File: src/rtl/hazard_ctrl_if.sv
// Pipeline-side signal bundle of the hazard/stall controller: D-stage operand
// demand, E/M-stage result supply, MDU issue, and the resulting stall controls.
interface hazard_ctrl_if;
  logic [4:0]  D_rs;
  logic [4:0]  D_rt;
  logic [1:0]  D_tuse_rs;
  logic [1:0]  D_tuse_rt;
  logic        D_md_use;
  logic [4:0]  E_dst;
  logic [1:0]  E_tnew;
  logic [4:0]  M_dst;
  logic [1:0]  M_tnew;
  logic        E_md_start;
  logic        E_md_div;
  logic        pc_en;
  logic        fd_en;
  logic        de_flush;
  logic        md_busy;
  logic        md_done;
  logic [31:0] stall_cnt;

  // Pipeline side: supplies stage information, consumes stall controls.
  modport master (
    output D_rs, D_rt, D_tuse_rs, D_tuse_rt, D_md_use,
    output E_dst, E_tnew, M_dst, M_tnew, E_md_start, E_md_div,
    input  pc_en, fd_en, de_flush, md_busy, md_done, stall_cnt
  );

  // Controller side.
  modport slave (
    input  D_rs, D_rt, D_tuse_rs, D_tuse_rt, D_md_use,
    input  E_dst, E_tnew, M_dst, M_tnew, E_md_start, E_md_div,
    output pc_en, fd_en, de_flush, md_busy, md_done, stall_cnt
  );
endinterface

File: src/rtl/hazard_ctrl.sv
// Stall/flush scheduler for the 5-stage pipeline. Compares D-stage operand
// demand (Tuse) against E/M result availability (Tnew) and tracks the
// multi-cycle mult/div unit with a down-counter. While stalled, PC and F/D
// hold and a bubble goes into E; the D/E enable is tied high elsewhere.
module hazard_ctrl #(
  parameter int unsigned MULT_CYCLES = 5,
  parameter int unsigned DIV_CYCLES  = 10
) (
  input  logic         clk,
  input  logic         reset,   // asynchronous, active low
  hazard_ctrl_if.slave bus
);

  localparam logic [3:0] MULT_LOAD = 4'(MULT_CYCLES);
  localparam logic [3:0] DIV_LOAD  = 4'(DIV_CYCLES);

  localparam logic [0:0] ST_IDLE = 1'b0;
  localparam logic [0:0] ST_BUSY = 1'b1;

  logic [3:0]  cnt_q, cnt_d;
  logic [31:0] stall_cnt_q, stall_cnt_d;
  logic [0:0]  state;
  logic        stall_rs, stall_rt, stall_md, stall;

  // The FSM state is simply whether the MDU counter is still running.
  assign state = (cnt_q != 4'd0) ? ST_BUSY : ST_IDLE;

  assign bus.md_busy = (cnt_q != 4'd0);
  assign bus.md_done = (cnt_q == 4'd1);

  // Operand hazards: a producer whose result is not ready by the time the
  // consumer needs it forces a stall. Register 0 is hard-wired and never waits.
  assign stall_rs = (bus.D_rs != 5'd0) &&
                    (((bus.D_rs == bus.E_dst) && (bus.E_tnew > bus.D_tuse_rs)) ||
                     ((bus.D_rs == bus.M_dst) && (bus.M_tnew > bus.D_tuse_rs)));
  assign stall_rt = (bus.D_rt != 5'd0) &&
                    (((bus.D_rt == bus.E_dst) && (bus.E_tnew > bus.D_tuse_rt)) ||
                     ((bus.D_rt == bus.M_dst) && (bus.M_tnew > bus.D_tuse_rt)));

  // Any MDU access in D waits while an operation is in flight or just issuing.
  assign stall_md = bus.D_md_use && (bus.md_busy || bus.E_md_start);
  assign stall    = stall_rs || stall_rt || stall_md;

  assign bus.pc_en     = ~stall;
  assign bus.fd_en     = ~stall;
  assign bus.de_flush  = stall;
  assign bus.stall_cnt = stall_cnt_q;

  // Next-state for the MDU busy counter; a start while busy reloads it.
  always_comb begin
    // NOTE: every variable written here gets a default first so no latch is inferred.
    cnt_d = cnt_q;
    case (state)
      ST_IDLE: begin
        if (bus.E_md_start) cnt_d = bus.E_md_div ? DIV_LOAD : MULT_LOAD;
      end
      ST_BUSY: begin
        if (bus.E_md_start) cnt_d = bus.E_md_div ? DIV_LOAD : MULT_LOAD;
        else                cnt_d = cnt_q - 4'd1;
      end
      default: cnt_d = 4'd0;
    endcase
  end

  // Next-state for the saturating stalled-cycle counter.
  always_comb begin
    stall_cnt_d = stall_cnt_q;
    if (stall && (stall_cnt_q != 32'hFFFF_FFFF)) stall_cnt_d = stall_cnt_q + 32'd1;
  end

  // State registers; reset aborts any MDU sequence immediately.
  always_ff @(posedge clk or negedge reset) begin
    if (!reset) begin
      cnt_q       <= 4'd0;
      stall_cnt_q <= 32'd0;
    end else begin
      // NOTE: sequential state uses non-blocking assignments so all registers update together.
      cnt_q       <= cnt_d;
      stall_cnt_q <= stall_cnt_d;
    end
  end

endmodule

File: src/flat_wrapper.sv
// flat-port wrapper written by rule: the top's interface ports become plain ports
module hazard_ctrl_flat 
#(
  parameter int unsigned MULT_CYCLES = 5,
  parameter int unsigned DIV_CYCLES  = 10
)
  (clk, reset, bus_D_rs, bus_D_rt, bus_D_tuse_rs, bus_D_tuse_rt, bus_D_md_use, bus_E_dst, bus_E_tnew, bus_M_dst, bus_M_tnew, bus_E_md_start, bus_E_md_div, bus_pc_en, bus_fd_en, bus_de_flush, bus_md_busy, bus_md_done, bus_stall_cnt);
  hazard_ctrl_if bus_i ();
  input  logic clk;
  input  logic reset;
  input wire logic [$bits(bus_i.D_rs)-1:0] bus_D_rs;
  input wire logic [$bits(bus_i.D_rt)-1:0] bus_D_rt;
  input wire logic [$bits(bus_i.D_tuse_rs)-1:0] bus_D_tuse_rs;
  input wire logic [$bits(bus_i.D_tuse_rt)-1:0] bus_D_tuse_rt;
  input wire logic [$bits(bus_i.D_md_use)-1:0] bus_D_md_use;
  input wire logic [$bits(bus_i.E_dst)-1:0] bus_E_dst;
  input wire logic [$bits(bus_i.E_tnew)-1:0] bus_E_tnew;
  input wire logic [$bits(bus_i.M_dst)-1:0] bus_M_dst;
  input wire logic [$bits(bus_i.M_tnew)-1:0] bus_M_tnew;
  input wire logic [$bits(bus_i.E_md_start)-1:0] bus_E_md_start;
  input wire logic [$bits(bus_i.E_md_div)-1:0] bus_E_md_div;
  output wire logic [$bits(bus_i.pc_en)-1:0] bus_pc_en;
  output wire logic [$bits(bus_i.fd_en)-1:0] bus_fd_en;
  output wire logic [$bits(bus_i.de_flush)-1:0] bus_de_flush;
  output wire logic [$bits(bus_i.md_busy)-1:0] bus_md_busy;
  output wire logic [$bits(bus_i.md_done)-1:0] bus_md_done;
  output wire logic [$bits(bus_i.stall_cnt)-1:0] bus_stall_cnt;
  assign bus_i.D_rs = bus_D_rs;
  assign bus_i.D_rt = bus_D_rt;
  assign bus_i.D_tuse_rs = bus_D_tuse_rs;
  assign bus_i.D_tuse_rt = bus_D_tuse_rt;
  assign bus_i.D_md_use = bus_D_md_use;
  assign bus_i.E_dst = bus_E_dst;
  assign bus_i.E_tnew = bus_E_tnew;
  assign bus_i.M_dst = bus_M_dst;
  assign bus_i.M_tnew = bus_M_tnew;
  assign bus_i.E_md_start = bus_E_md_start;
  assign bus_i.E_md_div = bus_E_md_div;
  assign bus_pc_en = bus_i.pc_en;
  assign bus_fd_en = bus_i.fd_en;
  assign bus_de_flush = bus_i.de_flush;
  assign bus_md_busy = bus_i.md_busy;
  assign bus_md_done = bus_i.md_done;
  assign bus_stall_cnt = bus_i.stall_cnt;
  hazard_ctrl #(.MULT_CYCLES(MULT_CYCLES), .DIV_CYCLES(DIV_CYCLES)) u_core (.clk(clk), .reset(reset), .bus(bus_i));
endmodule
File: config.mk
export PLATFORM = sky130hd
export DESIGN_NAME = hazard_ctrl_flat
export DESIGN_NICKNAME = d
export VERILOG_FILES = /design/src/rtl/hazard_ctrl_if.sv /design/src/rtl/hazard_ctrl.sv /design/src/flat_wrapper.sv
export SDC_FILE = /design/constraint.sdc
export NUM_CORES = 1
export LEC_CHECK = 0
export BUFFER_PORTS_ARGS = -buffer_cell sky130_fd_sc_hd__buf_2
export CAP_MARGIN = 20
export CELL_PAD_IN_SITES_DETAIL_PLACEMENT = 1
export CELL_PAD_IN_SITES_GLOBAL_PLACEMENT = 2
export CORE_MARGIN = 1
export CORE_UTILIZATION = 33
export CTS_BUF_LIST = sky130_fd_sc_hd__clkbuf_4 sky130_fd_sc_hd__clkbuf_8 sky130_fd_sc_hd__clkbuf_16
export DETAILED_ROUTE_END_ITERATION = 16
export PLACE_DENSITY = 0.9
export SLEW_MARGIN = 40
export SYNTH_ARGS = -nofsm -noshare
export SYNTH_HDL_FRONTEND = slang
export SYNTH_SLANG_ARGS = --single-unit
File: constraint.sdc
create_clock -name clk -period 3.8 [get_ports clk]
set_input_delay 0.38 -clock clk [delete_from_list [all_inputs] [get_ports clk]]
set_output_delay 0.38 -clock clk [all_outputs]
set_load 0.02 [all_outputs]
==> impl_results.md <==
- Power Total: 1.051 mW
- Post-Place Worst Slack: 1.123 ns
- F_max: 362.3 MHz
- Post-synthesis sequential area ratio: 38.48%
- First-pass GRT wire length: 9915 um
- Design Area, Final: 2860 um2
- R2R Path Start: u_core.cnt_q[0]
- # IOs: 70
- RSZ-0062 raised after global routing: false
- Sw Pwr: 344.9 uW
- Iteration-0 DRC Markers: 93
- Drt total wl: 5594 um
- Worst Clk Skew: 0.004775 ns
- Synth area leader: dfrtp_1
- Worst-path clk slew: 0.07 ns
- Ys async rst share: 100.0%
- GP Congestion: 0.8250
- Critical path endpoint category: primary output
- Clock latency on the worst-skew pair: 0.28 ns
- Vias in the first global route: 2030
- Clk network pwr share: 27.6%
- Register share of total power: 45.5%
- CTS root buf: clkbuf_8
- DR vias/cell: 4.775
- #FFs+latches synth: 36
- Total GRT Usage: 16.58%
- Synth top area cells: dfrtp_1 38%, xnor2_1 17%, ha_1 6.4%, nand3_1 4.3%, nand4_1 3.5%
- Period utilisation layout: 72.64%
- Grt total ovfl: 0
- # port buffers: 69
- Drt drc: 0
- Tmin final: 2.760 ns
- Largest net degree at the start of global routing: 37
- Worst hold path type: in2async
- Pins Over Slew Limit: 0
- Most frequent CP cell: inv_1
- Crit path cell chain: inv_1, ha_1, and2_1, inv_1, o21ai_0, nand3_2, buf_4, inv_1, buf_2
- Initial antenna violation count: 0
- Most frequent cell after synthesis: xnor2_1
- P per Cell Area: 367.4 nW/um2
- Placed inst area: 2760 um2
- DP HPWL: 4506 um
- CP peak stage delay: 0.39 ns
- Initial Utilization: 34.27%
- Syn Inst Count: 237
- Final ANT Viol Nets: 0
- Std cell rows: 30
- Outcome: finished, final reports clean
- Worst Setup SP: u_core.cnt_q[0]
- Final hold vios: 0
- Via count: 1934
- DRT Pass-1 Iters: 4
- Buffers and inverters on the worst path: 5
- # diodes: 0
- Fin Setup TNS: 0 ns
- Share of layout cells above drive strength 1: 30.10%
- Chip Width: 86.23 um
- Total CTS buffers: 5
- Crit Path Class: reg2out
- CTS tree: yes
- Synth top area share: 38.48%
- Worst vdd ir: 0.0003462 V
- Avg Inst Size Synth: 9.878 um2
- Slowest cell on the critical path: dfrtp_1
- Crit path max fanout: 18
- Final setup margin: 1.040 ns
- FF-to-FF path depth: 9
- Critical Path RT: 3.42 ns
- Crit path depth: 9
- Final Non-Filler Cells: 405
- DIE HEIGHT: 86.23 um
- Syn Nets: 282
- CP Launch Type: flip-flop
- Slew HR: 69.56%
- Final core utilization: 41.87%
- Synthesized area: 2341 um2
- Fin nets: 353
- Synth Flop Type: dfrtp_1
- # hold bufs at CTS: 0
- Total of max-cap violations: 0
- Core ar.: 6832 um2
- Comb pwr share: 26.9%
- CTS sink count: 36
- Yosys warnings: 0
- Top cells by instance count after synthesis: 45 x xnor2_1, 36 x dfrtp_1, 20 x nand3_1
- H-tree Lvls: 2
- Worst hold margin: 0.04739 ns
- Delay-heaviest family, CP: buffers and inverters
- CTS resizes: 0
- Worst reg2reg endpoint: u_core.bus.stall_cnt[1]
- Setup Buffers After CTS: 0
- Placed Cells: 397
- Post-synth EDFFs: 0
- Drt wl/cell: 13.81 um
- Switching share of power: 32.82%
- CP Data Arrival Time: 2.38 ns
- CTS max path bufs: 2
- Slew @ Worst Pin: 0.4566 ns
- Cell variety after synth: 38
- Setup Viol. Count Final: 0
- Die area: 7435 um2
- Internal power: 705.9 uW
- R2R setup slack: 1.38 ns
- Crit path to: bus_pc_en
- Area growth syn-to-layout: 22.18%
- Leak Pwr: 1.357 nW
[state kept, by name, summed over array words and instances, names as in the netlist]
| register | cells |
|---|---|
| u_core.bus.stall_cnt | 32 |
| u_core.cnt_q | 4 |
[logic make-up (layout without fill, tap and decap cells)]
kind of cell | count (synthesis) | after routing | synth area share (%)
fa+ha+maj | 12 | 12 | 6.414
simple gates | 104 | 104 | 26.88
xor+xnor | 52 | 52 | 19.45
buf+inv | 19 | 91 | 4.382
mux | 2 | 2 | 0.9620
flops | 36 | 36 | 38.48
compound gates | 12 | 12 | 3.420
[power by group through the flow]
stage          Sequential, mW  Combinational (mW)  Clock, mW
4_1_cts                 0.478               0.287      0.301
6_report                0.478               0.283      0.290
2_1_floorplan           0.517               0.146          0
3_5_place_dp            0.483               0.285          0
3_3_place_gp            0.483               0.277          0
5_1_grt                 0.488               0.313      0.314
[area by class of cell]
type / instances / area, um2
fill: 850 / 3971
multi-input combinational: 182 / 1338
sequential: 36 / 900.9
timing repair buffer: 70 / 355.3
tap: 96 / 120.1
clock buffer: 8 / 97.59
inverter: 13 / 48.80
[worst register-to-register path, cell delays in order (launching register included)]
cell	delay (ns)
dfrtp_1	0.39
inv_1	0.12
ha_1	0.18
and2_1	0.24
inv_1	0.08
o21ai_0	0.22
nand3_2	0.31
buf_4	0.32
nand2_1	0.12
mux2_1	0.33
[layout by cell type (no fill, tap or decap), types with 2 or more instances in the layout]
cell / count
nand3_2: 2
clkbuf_8: 6
and3_1: 11
nand4_1: 13
nor4_1: 3
mux2_1: 2
nor2b_1: 2
nor3_4: 2
dfrtp_1: 36
o22ai_1: 2
xnor2_1: 45
buf_2: 68
ha_1: 12
o21ai_0: 3
nand2_1: 17
nor2_1: 9
a21oi_1: 3
nand3_1: 20
inv_1: 13
and2_1: 6
clkbuf_4: 2
xor2_1: 7
buf_4: 2
nor3_1: 4
a211oi_1: 2
and3_2: 3
or4_1: 2
[routing by layer]
layer  vias up  part of all wire, %  global-route usage (%)
met4         0                  1.2                   3.485
li1        959                    -                       -
met5         -                    0                       0
met1       936                   47                   23.06
met2        32                   49                   27.20
met3         7                  2.8                   2.762
[how the worst min path moves through the flow]
stage,endpoint,cells after the start
after global routing,u_core.bus.stall_cnt[18],1
after global placement,u_core.bus.stall_cnt[26],1
after CTS,u_core.bus.stall_cnt[31],1
after floorplan,u_core.bus.stall_cnt[0],0
final,u_core.bus.stall_cnt[31],1
after detailed placement,u_core.bus.stall_cnt[21],1
Note: power is estimated with default switching activity, not from simulation.
